<file path="src/rtl/cop0_regfile.sv">
// Coprocessor-0 register file.
//
// Receives the committed COP0 write at writeback (MTC0 data, a Status value
// already modified by ERET/EI/DI, or an LL address). It also records exception
// state in EPC, Cause and BadVAddr, runs the Count/Compare timer, and samples
// the hardware interrupt lines.
//
// Ports:
//   clk, reset          clock, synchronous active-high reset
//   we/waddr/wsel/wdata committed COP0 write
//   raddr/rsel/rdata    combinational read port (no write bypass)
//   exc_*               exception commit: code, PC, delay-slot flag, BadVAddr
//   ll_set, eret        LL link-bit set / clear
//   hw_int              level-sensitive external interrupt lines
//   status_out, cause_out, epc_out, errorepc_out   live register values
//   llbit, int_pending  link bit, interrupt request
module cop0_regfile #(
  parameter logic [31:0] PRID      = 32'h0001_8000,
  parameter logic [31:0] CONFIG    = 32'h8000_0000,
  parameter int unsigned COUNT_DIV = 2
) (
  input  logic        clk,
  input  logic        reset,
  input  logic        we,
  input  logic [4:0]  waddr,
  input  logic [2:0]  wsel,
  input  logic [31:0] wdata,
  input  logic [4:0]  raddr,
  input  logic [2:0]  rsel,
  output logic [31:0] rdata,
  input  logic        exc_valid,
  input  logic [4:0]  exc_code,
  input  logic [31:0] exc_pc,
  input  logic        exc_bd,
  input  logic        exc_badvaddr_we,
  input  logic [31:0] exc_badvaddr,
  input  logic        ll_set,
  input  logic        eret,
  input  logic [5:0]  hw_int,
  output logic [31:0] status_out,
  output logic [31:0] cause_out,
  output logic [31:0] epc_out,
  output logic [31:0] errorepc_out,
  output logic        llbit,
  output logic        int_pending
);

  localparam int unsigned DivW = (COUNT_DIV > 1) ? $clog2(COUNT_DIV) : 1;

  localparam logic [4:0] RegBadVAddr = 5'd8;
  localparam logic [4:0] RegCount    = 5'd9;
  localparam logic [4:0] RegCompare  = 5'd11;
  localparam logic [4:0] RegStatus   = 5'd12;
  localparam logic [4:0] RegCause    = 5'd13;
  localparam logic [4:0] RegEpc      = 5'd14;
  localparam logic [4:0] RegPrid     = 5'd15;
  localparam logic [4:0] RegConfig   = 5'd16;
  localparam logic [4:0] RegLlAddr   = 5'd17;
  localparam logic [4:0] RegErrorEpc = 5'd30;

  localparam logic [31:0] StatusMask  = 32'h0040_FF07;
  localparam logic [31:0] StatusReset = 32'h0040_0004;

  logic [31:0]     status_q, epc_q, errorepc_q, badvaddr_q, count_q, compare_q;
  logic [27:0]     lladdr_q;
  logic            bd_q, ti_q, llbit_q;
  logic [4:0]      exccode_q;
  logic [1:0]      ip_sw_q;
  logic [5:0]      ip_hw_q;  // Cause.IP[7:2]
  logic [DivW-1:0] div_q;

  logic [31:0]     count_d;
  logic [DivW-1:0] div_d;
  logic            ti_d;
  logic            wr_en;
  logic            div_wrap;

  // An exception in the same cycle drops the committed write.
  assign wr_en    = we & ~exc_valid & (wsel == 3'd0);
  assign div_wrap = (div_q == DivW'(COUNT_DIV - 1));

  always_comb begin
    div_d   = div_wrap ? '0 : div_q + DivW'(1);
    count_d = div_wrap ? count_q + 32'd1 : count_q;
    if (wr_en && waddr == RegCount) begin
      div_d   = '0;
      count_d = wdata;
    end
  end

  // Compare match is taken from registered Count/Compare; a Compare write
  // clears TI even when a match is seen in the same cycle.
  always_comb begin
    ti_d = ti_q;
    if (count_q == compare_q) ti_d = 1'b1;
    if (wr_en && waddr == RegCompare) ti_d = 1'b0;
  end

  always_ff @(posedge clk) begin
    if (reset) begin
      status_q   <= StatusReset;
      epc_q      <= '0;
      errorepc_q <= '0;
      badvaddr_q <= '0;
      count_q    <= '0;
      compare_q  <= 32'hFFFF_FFFF;
      lladdr_q   <= '0;
      bd_q       <= 1'b0;
      ti_q       <= 1'b0;
      llbit_q    <= 1'b0;
      exccode_q  <= '0;
      ip_sw_q    <= '0;
      ip_hw_q    <= '0;
      div_q      <= '0;
    end else begin
      div_q   <= div_d;
      count_q <= count_d;
      ti_q    <= ti_d;
      // IP7 carries the timer so TI and IP7 rise on the same edge.
      ip_hw_q <= {ti_d | hw_int[5], hw_int[4:0]};

      if (exc_valid) begin
        // Nested exceptions (EXL already set) keep the original EPC/BD.
        if (!status_q[1]) begin
          epc_q <= exc_pc;
          bd_q  <= exc_bd;
        end
        exccode_q   <= exc_code;
        status_q[1] <= 1'b1;
        if (exc_badvaddr_we) badvaddr_q <= exc_badvaddr;
      end else if (wr_en) begin
        case (waddr)
          RegBadVAddr: badvaddr_q <= wdata;
          RegCompare:  compare_q  <= wdata;
          RegStatus:   status_q   <= wdata & StatusMask;
          RegCause:    ip_sw_q    <= wdata[9:8];
          RegEpc:      epc_q      <= wdata;
          RegLlAddr:   lladdr_q   <= wdata[31:4];
          RegErrorEpc: errorepc_q <= wdata;
          default: ;
        endcase
      end

      if (eret) begin
        llbit_q <= 1'b0;
      end else if (ll_set) begin
        llbit_q <= 1'b1;
      end
    end
  end

  always_comb begin
    cause_out = {bd_q, ti_q, 14'b0, ip_hw_q, ip_sw_q, 1'b0, exccode_q, 2'b00};
  end

  always_comb begin
    rdata = '0;
    if (rsel == 3'd0) begin
      case (raddr)
        RegBadVAddr: rdata = badvaddr_q;
        RegCount:    rdata = count_q;
        RegCompare:  rdata = compare_q;
        RegStatus:   rdata = status_q;
        RegCause:    rdata = cause_out;
        RegEpc:      rdata = epc_q;
        RegPrid:     rdata = PRID;
        RegConfig:   rdata = CONFIG;
        RegLlAddr:   rdata = {4'b0, lladdr_q};
        RegErrorEpc: rdata = errorepc_q;
        default:     rdata = '0;
      endcase
    end
  end

  assign status_out   = status_q;
  assign epc_out      = epc_q;
  assign errorepc_out = errorepc_q;
  assign llbit        = llbit_q;
  assign int_pending  = status_q[0] & ~status_q[1] & ~status_q[2] &
                        (|({ip_hw_q, ip_sw_q} & status_q[15:8]));

endmodule

</file>
<file path="config.mk">
export PLATFORM = sky130hd
export DESIGN_NAME = cop0_regfile
export DESIGN_NICKNAME = d
export VERILOG_FILES = /design/src/rtl/cop0_regfile.sv
export SDC_FILE = /design/constraint.sdc
export NUM_CORES = 1
export LEC_CHECK = 0
export CAP_MARGIN = 20
export CORE_ASPECT_RATIO = 0.6
export CORE_MARGIN = 3
export CORE_UTILIZATION = 58
export DETAILED_ROUTE_END_ITERATION = 8
export DONT_BUFFER_PORTS = 1
export PLACE_DENSITY = 0.76
export SLEW_MARGIN = 20
export SYNTH_ARGS = -nofsm -noshare
export SYNTH_HDL_FRONTEND = slang
export SYNTH_SLANG_ARGS = --single-unit
</file>
<file path="constraint.sdc">
create_clock -name clk -period 2.1 [get_ports clk]
set_input_delay 0.105 -clock clk [delete_from_list [all_inputs] [get_ports clk]]
set_output_delay 0.105 -clock clk [all_outputs]
set_load 0.02 [all_outputs]
</file>
==> results of run 1 <==
==> cells by family after synthesis <==
logic type | after synthesis | synth area share, %
simple gates | 434 | 19.2
flops | 217 | 40.4
other cells | 1 | 0.0349
mux | 16 | 1.49
xor+xnor | 62 | 5.05
fa+ha+maj | 1 | 0.116
buf+inv | 151 | 7.16
compound gates | 391 | 26.5
==> per-layer routing <==
layer	share of wire (%)	track usage (%)
met3	15	12.9
met5	0.029	0
met4	3.2	12.2
met1	38	53.5
met2	44	61.0
==> layout make-up <==
type	instances	area (sq um)
clock buffer	26	574
antenna	1	2.50
fill	1059	3020
inverter	2	7.51
timing repair buffer	330	3350
sequential	217	4350
clock inverter	10	153
multi-input combinational	941	5890
tap	234	293
==> sequential cells by signal, summed over array words and instances (netlist names) <==
| signal | count |
|---|---|
| ti_q | 1 |
| bd_q | 1 |
| lladdr_q | 28 |
| errorepc_out | 32 |
| div_q | 1 |
| badvaddr_q | 32 |
| ip_sw_q | 2 |
| ip_hw_q | 6 |
| exccode_q | 5 |
| llbit | 1 |
| count_q | 32 |
| epc_out | 32 |
| compare_q | 32 |
| status_out | 12 |
==> power groups by stage <==
stage                     clock, mW  sequential (mW)  combinational [mW]
after global placement            0             4.51               0.506
after CTS                      4.10             4.42               0.857
after detailed placement          0             4.51               0.524
after floorplan                   0             4.46               0.572
after global routing           4.25             4.44                1.02
final                          4.15             4.43               0.970
==> through the flow <==
step / total power [mW] / cell area (sq um) / std cells
floorplan: 5.04 / 10900 / 1309
global placement: 5.01 / 11200 / 1475
detailed placement: 5.03 / 11200 / 1475
CTS: 9.37 / 14300 / 1745
global route: 9.71 / 14600 / 1761
finish: 9.54 / 14600 / 1761
==> synth_stat cells, drive strengths merged (2+ instances only) <==
cell type / count
clkbuf: 90
nand4: 23
nor3: 10
mux2i: 16
inv: 2
dfxtp: 217
or4: 2
nand2: 149
nor2: 125
a22o: 12
nor2b: 77
a211oi: 98
a211o: 34
a31oi: 22
a222oi: 30
o21ai: 4
a221oi: 13
a21oi: 140
xnor2: 39
and4: 4
nand3b: 3
buf: 59
a22oi: 34
and3: 10
nand3: 12
xor2: 23
nand2b: 3
and2: 3
or3: 2
nor4: 6
==> timing repair <==
item,4_1_cts,5_1_grt
buffers inserted,0,9
hold endpoints to repair,217,6
pin swaps,0,7
hold buffers,234,3
gates resized for setup,1,37
gates cloned,0,6
endpoints found under the setup margin,1,57
==> worst paths after layout <==
kind | end | slack [ps]
min | epc_out[24]$_SDFFE_PP0P_ | 20
min reg2reg | lladdr_q[7]$_SDFFE_PP0P_ | 460
max reg2reg | count_q[6]$_SDFFE_PP0P_ | 110
max | lladdr_q[1]$_SDFFE_PP0P_ | 20
==> worst register-to-register path, delay by kind of cell, from the launching register on <==
kind | cells | cell delay [ps]
buf+inv | 1 | 570
xor+xnor | 1 | 170
fa+ha+maj | 1 | 210
simple gates | 2 | 360
compound gates | 1 | 230
flops | 1 | 390
==> run_results.csv, run 1 <==
group,metric,value,unit
outcome,status,"finished, final reports clean",
routing,avgRoutedWirePerCell,25.6,um
placed_design,globalplace.congestion,0.858,
sta,fin_crit,2080,ps
synth,synth_top_area_share,40.4,%
sta,hold_viol_final,0,
power_and_ir_drop,sw_frac_of_total,25.5,%
sta,holdWs,20.9,ps
global_routing,grt_pass1_wl,64.7,mm
routing,antenna_left,0,
setup_path,critPathMaxFanout,7,
clock_network,path_clk_slew,70,ps
global_routing,grt_start_max_net_pins,134,
sta,fin_ws,16.5,ps
setup_path,critPathLaunch,"wsel[0]",
clock_network,cts_max_level,1,
power_and_ir_drop,p_sw,2.43,mW
finish,nNetsFinal,1645,
min_path,whs_path_depth,3,
synth,ys.warnings.count,0,
synth,synth_area_per_cell,8.44,sq um
setup_path,cp_num_cells,9,
global_routing,antenna_found_initial,2,
power_and_ir_drop,p_leak,5.24,nW
finish,final_common_cell,"dlygate4sd3_1",
setup_path,reg2regPathDepth,6,
synth,ys_seq_elements,217,
die,die-area,20200,sq um
sta,maxSlewHeadroom,56.8,%
finish,areaGrowthSynthToFinish,36.0,%
global_routing,overflow,0,
setup_path,worstPathArrival,2530,ps
synth,yosysSeqAreaShare,40.4,%
sta,setup_viol,0,
min_path,worstHoldPathType,"in -> reg",
power_and_ir_drop,seqPwrFrac,46.4,%
setup_path,critPathKind,"in -> reg",
sta,clock_skew,9.96,ps
synth,synth.distinct_cells,48,
sta,fin_tns_setup,0,ps
synth,synthesis.area,10700,sq um
clock_network,insertion_delay,510,ps
routing,dr.first_iter.drc_count,1902,
synth,ys_top_cells_by_area,"dfxtp_1 (40%), a21oi_1 (6.5%), nand2_1 (5.2%)",
placed_design,hpwlAfterDp,24.6,mm
routing,via_count,11763,
setup_path,timing.critical_path.max_delay_family,"simple AND/OR/NAND/NOR gates",
global_routing,grt_pass1_vias,11265,
clock_network,cts_tree,"built",
power_and_ir_drop,pwr-share-clk,43.4,%
finish,final_cell_mix,"dlygate4sd3_1 (227), dfxtp_1 (212), nand2_1 (148), a21oi_1 (129), nor2_1 (123)",
placed_design,port_buffers,0,
synth,synth_edf_count,0,
routing,viasPerCell,6.68,
sta,fin_crit_sh,99.2,%
die,die_w,182,um
sta,rsz0062_at_grt,"true",
setup_path,worst_setup_path_start_kind,"primary input",
setup_path,path_cells,"or4b_4 -> buf_6 -> or3_4 -> nor4b_4 -> buf_4 -> buf_8 -> nand2_1 -> a21oi_1 -> dlygate4sd3_1",
clock_network,cts_root_buf,"clkbuf_16",
sta,slew_violations,0,
power_and_ir_drop,combPwrFrac,10.2,%
routing,dr.pass1.iters,6,
power_and_ir_drop,power_density,653,nW/um^2
setup_path,endpoint_kind,"flop",
finish,drive_above_1_share,13.1,%
die,num_rows,37,
power_and_ir_drop,peakVddDrop,0.000682,V
placed_design,dp_slack,-20.9,ps
sta,worst_pin_slew,646,ps
setup_path,crit_buf_inv,4,
synth,async_reset_ff_share,0,%
die,initial_utilization,60.9,%
setup_path,r2r_start,"count_q[0]$_SDFFE_PP0P_",
setup_path,max_stage_delay,580,ps
finish,fin_util,82.9,%
die,core_area,17600,sq um
power_and_ir_drop,intPower,7.11,mW
sta,max_freq,480,MHz
min_path,worstHoldStart,"wdata[24]",
routing,wirelength,45.0,mm
clock_network,clkSinkCount,217,
synth,yosysTopAreaCell,"dfxtp_1",
global_routing,grt_use_total,39.7,%
clock_network,numCtsBuffers,21,
routing,drc,0,
die,io_pins,293,
job,max_cap_viol_count,0,
setup_path,slowest_stage,"dlygate4sd3_1",
clock_network,clockBufferDepth,3,
setup_path,cp_data_required_time,2540,ps
synth,syn_inst,1273,
die,die_h,111,um
synth,synth_ff_type,"dfxtp_1",
No activity file was read; power rests on OpenSTA's default activity.
==> run 2, diff against run 1 <==
Settings changed: PLACE_DENSITY 0.76 to not set, PLACE_DENSITY_LB_ADDON set to 0.2.
==> run 2 against run 1 <==
Compared with the run above:
- the run now ends with negative setup slack left
- critical endpoint is now int_pending
- highest routed layer unchanged
- via count fell by 2.1%
- worst hold slack got worse by 0.93 ps
- design area fell by 1.7%
- sequential power barely moved
- critical path depth fell by 6
==> run_results.csv, run 2 (same netlist as run 1, synthesis figures left out) <==
group,metric,value,unit
finish,final_common_cell,"dlygate4sd3_1",
setup_path,worstPathArrival,2030,ps
setup_path,critPathLaunch,"ip_hw_q[4]$_SDFF_PP0_",
clock_network,numCtsBuffers,20,
die,initial_utilization,60.9,%
power_and_ir_drop,power_density,648,nW/um^2
sta,slew_violations,0,
job,max_cap_viol_count,0,
finish,regArea,4350,sq um
routing,avgRoutedWirePerCell,24.8,um
setup_path,path_cells,"a22oi_1 -> nand4_1 -> and3_4",
sta,fin_crit,2140,ps
sta,fin_ws,-35.0,ps
clock_network,cts_max_level,1,
routing,wirelength,43.4,mm
die,io_pins,293,
clock_network,clkSinkCount,217,
global_routing,grt_use_total,39.7,%
global_routing,grt_pass1_vias,11217,
setup_path,endpoint_kind,"output port",
sta,worst_pin_slew,527,ps
min_path,worstHoldStart,"wdata[29]",
global_routing,grt_use_met2,60.1,%
sta,fin_crit_sh,102,%
finish,nNetsFinal,1631,
global_routing,grt_pass1_wl,64.6,mm
outcome,status,"finished with violations",
clock_network,clockBufferDepth,3,
sta,holdWs,19.9,ps
setup_path,worst_setup_path_start_kind,"flop",
routing,viasPerCell,6.59,
routing,via_count,11514,
global_routing,grt_util_met3,13.1,%
clock_network,path_clk_slew,70,ps
clock_network,insertion_delay,510,ps
die,die_h,111,um
min_path,worstHoldPathType,"in -> reg",
clock_network,cts_root_buf,"clkbuf_16",
setup_path,critPathKind,"reg -> out",
routing,drc,0,
die,die_w,182,um
finish,instances_no_fill,1748,
placed_design,globalplace.congestion,0.882,
die,num_rows,37,
setup_path,r2r_start,"div_q$_SDFF_PP0_",
setup_path,max_stage_delay,440,ps
global_routing,grt_busiest_layer,"met2",
global_routing,grt_util_met1,54.7,%
finish,multi_input_area,5860,sq um
sta,maxSlewHeadroom,64.8,%
global_routing,antenna_found_initial,3,
placed_design,hpwlAfterDp,24.9,mm
sta,max_freq,468,MHz
finish,fillers,1093,
sta,clock_skew,16.8,ps
routing,dr.first_iter.drc_count,1652,
placed_design,port_buffers,0,
setup_path,slowest_stage,"dfxtp_1",
global_routing,grt_start_max_net_pins,137,
outcome,violations,"negative setup slack",
clock_network,cts_tree,"built",
sta,hold_viol_final,0,
global_routing,overflow,0,
sta,setup_viol,2,
power_and_ir_drop,peakVddDrop,0.000617,V
finish,areaGrowthSynthToFinish,33.8,%
routing,antenna_left,0,
die,core_area,17600,sq um
power_and_ir_drop,p_leak,5.11,nW
placed_design,dp.cells,1477,
setup_path,critPathMaxFanout,3,
finish,final_cell_mix,"dlygate4sd3_1 (224), dfxtp_1 (213), nand2_1 (148), a21oi_1 (137), nor2_1 (123)",
setup_path,cp_data_required_time,2000,ps
die,die-area,20200,sq um
finish,drive_above_1_share,12.2,%
routing,dr.pass1.iters,8,
-- run 2: changes by cell type in the layout (fill, tap and decap cells not counted), sizes merged --
cell / delta
dlygate4sd3: -3
buf: -3
bufinv: -1
clkbuf: +1
dlymetal6s4s: -5
clkinv: -2
-- run 2: final cells by class --
class,instances,area share (%)
Antenna cell,1,0.0174
Timing Repair Buffer,317,21.9
Sequential cell,217,30.3
Clock inverter,7,0.783
Tap cell,234,2.04
Inverter,2,0.0522
Multi-Input combinational cell,941,40.8
Clock buffer,29,4.14
-- run 2: routing by layer --
layer | up-vias | share of wire (%)
li1 | 4986 | -
met1 | 5418 | 38
met5 | - | 0.062
met2 | 970 | 42
met4 | 4 | 3.0
met3 | 136 | 17
-- run 2: repair_timing --
item                                   CTS  global route
setup endpoints to repair                1            40
pin swaps                                0             8
cloned                                   0             3
gates resized for setup                  2            21
endpoints found under the hold margin  217             0
hold buffers                           226             0
setup buffers                            0             5
-- run 2: path summary, 6_finish.rpt --
| path | endpoint | slack (ps) | cells past startpoint |
|---|---|---|---|
| worst max-delay path | int_pending | -40 | 3 |
| worst min-delay path | epc_out[29]$_SDFFE_PP0P_ | 20 | 3 |
| worst max register to register | count_q[9]$_SDFFE_PP0P_ | 40 | 7 |
| worst min register to register | lladdr_q[14]$_SDFFE_PP0P_ | 470 | 2 |
-- run 2: worst max-delay path, delay by kind of cell (launching register included) --
kind | cells | cell delay, ps
flops | 1 | 440
simple gates | 2 | 800
compound gates | 1 | 300
-- run 2: through the flow --
stage	setup TNS, ps	util (%)	power, mW	cell area, sq um	setup slack [ps]
final	-58.7	81.5	9.31	14400	-35.0
after global routing	-115	81.5	9.51	14400	-46.5
after CTS	0	80.4	9.22	14200	22.0
after detailed placement	-546	63.4	5.03	11200	-96.0
after global placement	0	63.4	5.01	11200	3.40
after floorplan	-2130	-	5.04	10900	-70.7
-- run 2: where the power goes --
part	internal, mW	switching [mW]
Clock	2.35	1.65
Combinational	0.406	0.489
Sequential	4.23	0.191
Total	6.98	2.33
==> run 3, diff against run 2 <==
Settings changed: CORE_UTILIZATION 58 to 50, SKIP_LAST_GASP set to 1.
==> run 3 against run 2 <==
Compared with the run above:
- fmax decreased by 0.69%
- critical path depth increased by 6
- largest power group unchanged
- clock power rose by 2%
- first-iteration DRC count is 22% lower
- design area is 1.7% higher
- highest routed layer unchanged
- combinational power is 5.2% higher
- clock skew down 6.5 ps
- the run still ends with negative setup slack left
- register-to-register slack better by 100 ps
==> run_results.csv, run 3 (same netlist as run 1, synthesis figures left out) <==
group,metric,value,unit
outcome,status,"finished with violations",
outcome,violations,"negative setup slack",
sta,fin_crit,2150,ps
sta,fin_ws,-49.8,ps
sta,hold_viol_final,0,
finish,drive_above_1_share,12.4,%
global_routing,grt_use_total,34.2,%
clock_network,path_clk_slew,70,ps
power_and_ir_drop,power_density,647,nW/um^2
global_routing,grt_pass1_wl,63.5,mm
setup_path,worst_setup_path_start_kind,"primary input",
global_routing,grt_start_max_net_pins,131,
die,initial_utilization,52.4,%
die,die_w,195,um
sta,worst_pin_slew,712,ps
clock_network,clockBufferDepth,3,
finish,nNetsFinal,1652,
routing,antenna_left,0,
setup_path,max_stage_delay,550,ps
routing,drc,0,
placed_design,dp.cells,1517,
clock_network,insertion_delay,510,ps
sta,max_freq,465,MHz
setup_path,endpoint_kind,"flop",
sta,setup_viol,1,
global_routing,antenna_found_initial,1,
power_and_ir_drop,p_total,9.45,mW
setup_path,crit_buf_inv,4,
die,die_h,120,um
job,max_cap_viol_count,0,
power_and_ir_drop,p_leak,5.16,nW
die,io_pins,293,
routing,wirelength,43.2,mm
sta,slew_violations,0,
setup_path,critPathKind,"in -> reg",
placed_design,globalplace.congestion,0.889,
clock_network,numCtsBuffers,21,
placed_design,port_buffers,0,
setup_path,slowest_stage,"dlygate4sd3_1",
routing,avgRoutedWirePerCell,23.9,um
die,num_rows,40,
setup_path,timing.critical_path.max_delay_family,"simple AND/OR/NAND/NOR gates",
setup_path,path_cells,"or4b_4 -> buf_6 -> or3_4 -> nor4b_4 -> buf_4 -> clkbuf_16 -> nand2_1 -> a21oi_1 -> dlygate4sd3_1",
clock_network,cts_root_buf,"clkbuf_16",
global_routing,grt_pass1_vias,10651,
clock_network,cts_max_level,1,
finish,final_common_cell,"dlygate4sd3_1",
setup_path,cp_data_required_time,2550,ps
sta,holdWs,43.2,ps
sta,clock_skew,10.3,ps
finish,final_cell_mix,"dlygate4sd3_1 (239), dfxtp_1 (205), nand2_1 (148), a21oi_1 (139), nor2_1 (124)",
setup_path,worstPathArrival,2600,ps
die,core_area,20500,sq um
die,die-area,23300,sq um
sta,fin_crit_sh,102,%
routing,viasPerCell,6.16,
routing,dr.first_iter.drc_count,1283,
min_path,worstHoldPathType,"in -> reg",
routing,dr.pass1.iters,9,
global_routing,overflow,0,
placed_design,hpwlAfterDp,25.9,mm
finish,instances_no_fill,1808,
finish,areaGrowthSynthToFinish,36.0,%
setup_path,critPathMaxFanout,7,
clock_network,clkSinkCount,217,
sta,maxSlewHeadroom,52.4,%
routing,via_count,11140,
power_and_ir_drop,peakVddDrop,0.000536,V
placed_design,dp_slack,-26.9,ps
sta,rsz0062_at_grt,"true",
clock_network,cts_tree,"built",
## run 3: cell types whose count changed in the layout (fill, tap and decap cells not counted), moves of 3 or more
| cell | previous run | this run |
|---|---|---|
| dfxtp_1 | 213 | 205 |
| dlygate4sd3_1 | 224 | 239 |
| buf_4 | 76 | 79 |
| dfxtp_2 | 4 | 12 |
## run 3: repair_timing
item | 4_1_cts | 5_1_grt
hold buffers | 241 | 3
endpoints found under the hold margin | 217 | 4
buffers inserted | 0 | 9
resized for setup | 2 | 21
setup endpoints to repair | 1 | 60
pin swaps | 0 | 6
gates cloned | 0 | 4
## run 3: layer usage
layer	GRT usage (%)	up-vias	part of all wire (%)
met3	10.5	70	13
met5	0	-	0.030
met1	49.4	5371	43
li1	-	5037	-
met4	6.41	2	1.8
met2	50.8	660	42
## run 3: layout make-up
type                            count  area (sq um)
Sequential cell                   217          4360
Clock buffer                       31           603
Tap cell                          273           342
Clock inverter                      6           105
Fill cell                        1598          5910
Antenna cell                        1          2.50
Timing Repair Buffer              337          3360
Multi-Input combinational cell    941          5830
Inverter                            2          7.51
## run 3: worst paths after layout
path | startpoint | endpoint | slack [ps] | cells past startpoint
max | wsel[0] | lladdr_q[8]$_SDFFE_PP0P_ | -50 | 9
max reg2reg | count_q[1]$_SDFFE_PP0P_ | count_q[6]$_SDFFE_PP0P_ | 140 | 6
min | wsel[2] | status_out[15]$_SDFFE_PP0P_ | 40 | 4
min reg2reg | lladdr_q[9]$_SDFFE_PP0P_ | lladdr_q[9]$_SDFFE_PP0P_ | 460 | 2
## run 3: power by group
group	switching, mW	internal, mW	total [mW]
combinational	0.489	0.454	0.943
clock	1.73	2.36	4.09
sequential	0.193	4.23	4.42
## run 3: stage by stage
| stage | cell area (sq um) | setup TNS, ps | util (%) |
|---|---|---|---|
| after floorplan | 10900 | -2130 | - |
| after global placement | 11300 | -3.31 | 54.9 |
| after detailed placement | 11300 | -111 | 54.9 |
| after CTS | 14400 | 0 | 70.3 |
| after global routing | 14600 | -170 | 71.2 |
| final | 14600 | -49.8 | 71.2 |
## run 3: tightest hold or removal path: stages
cell	delay, ps
nor4_2	30
buf_12	160
mux2i_1	130
nor2_1	70
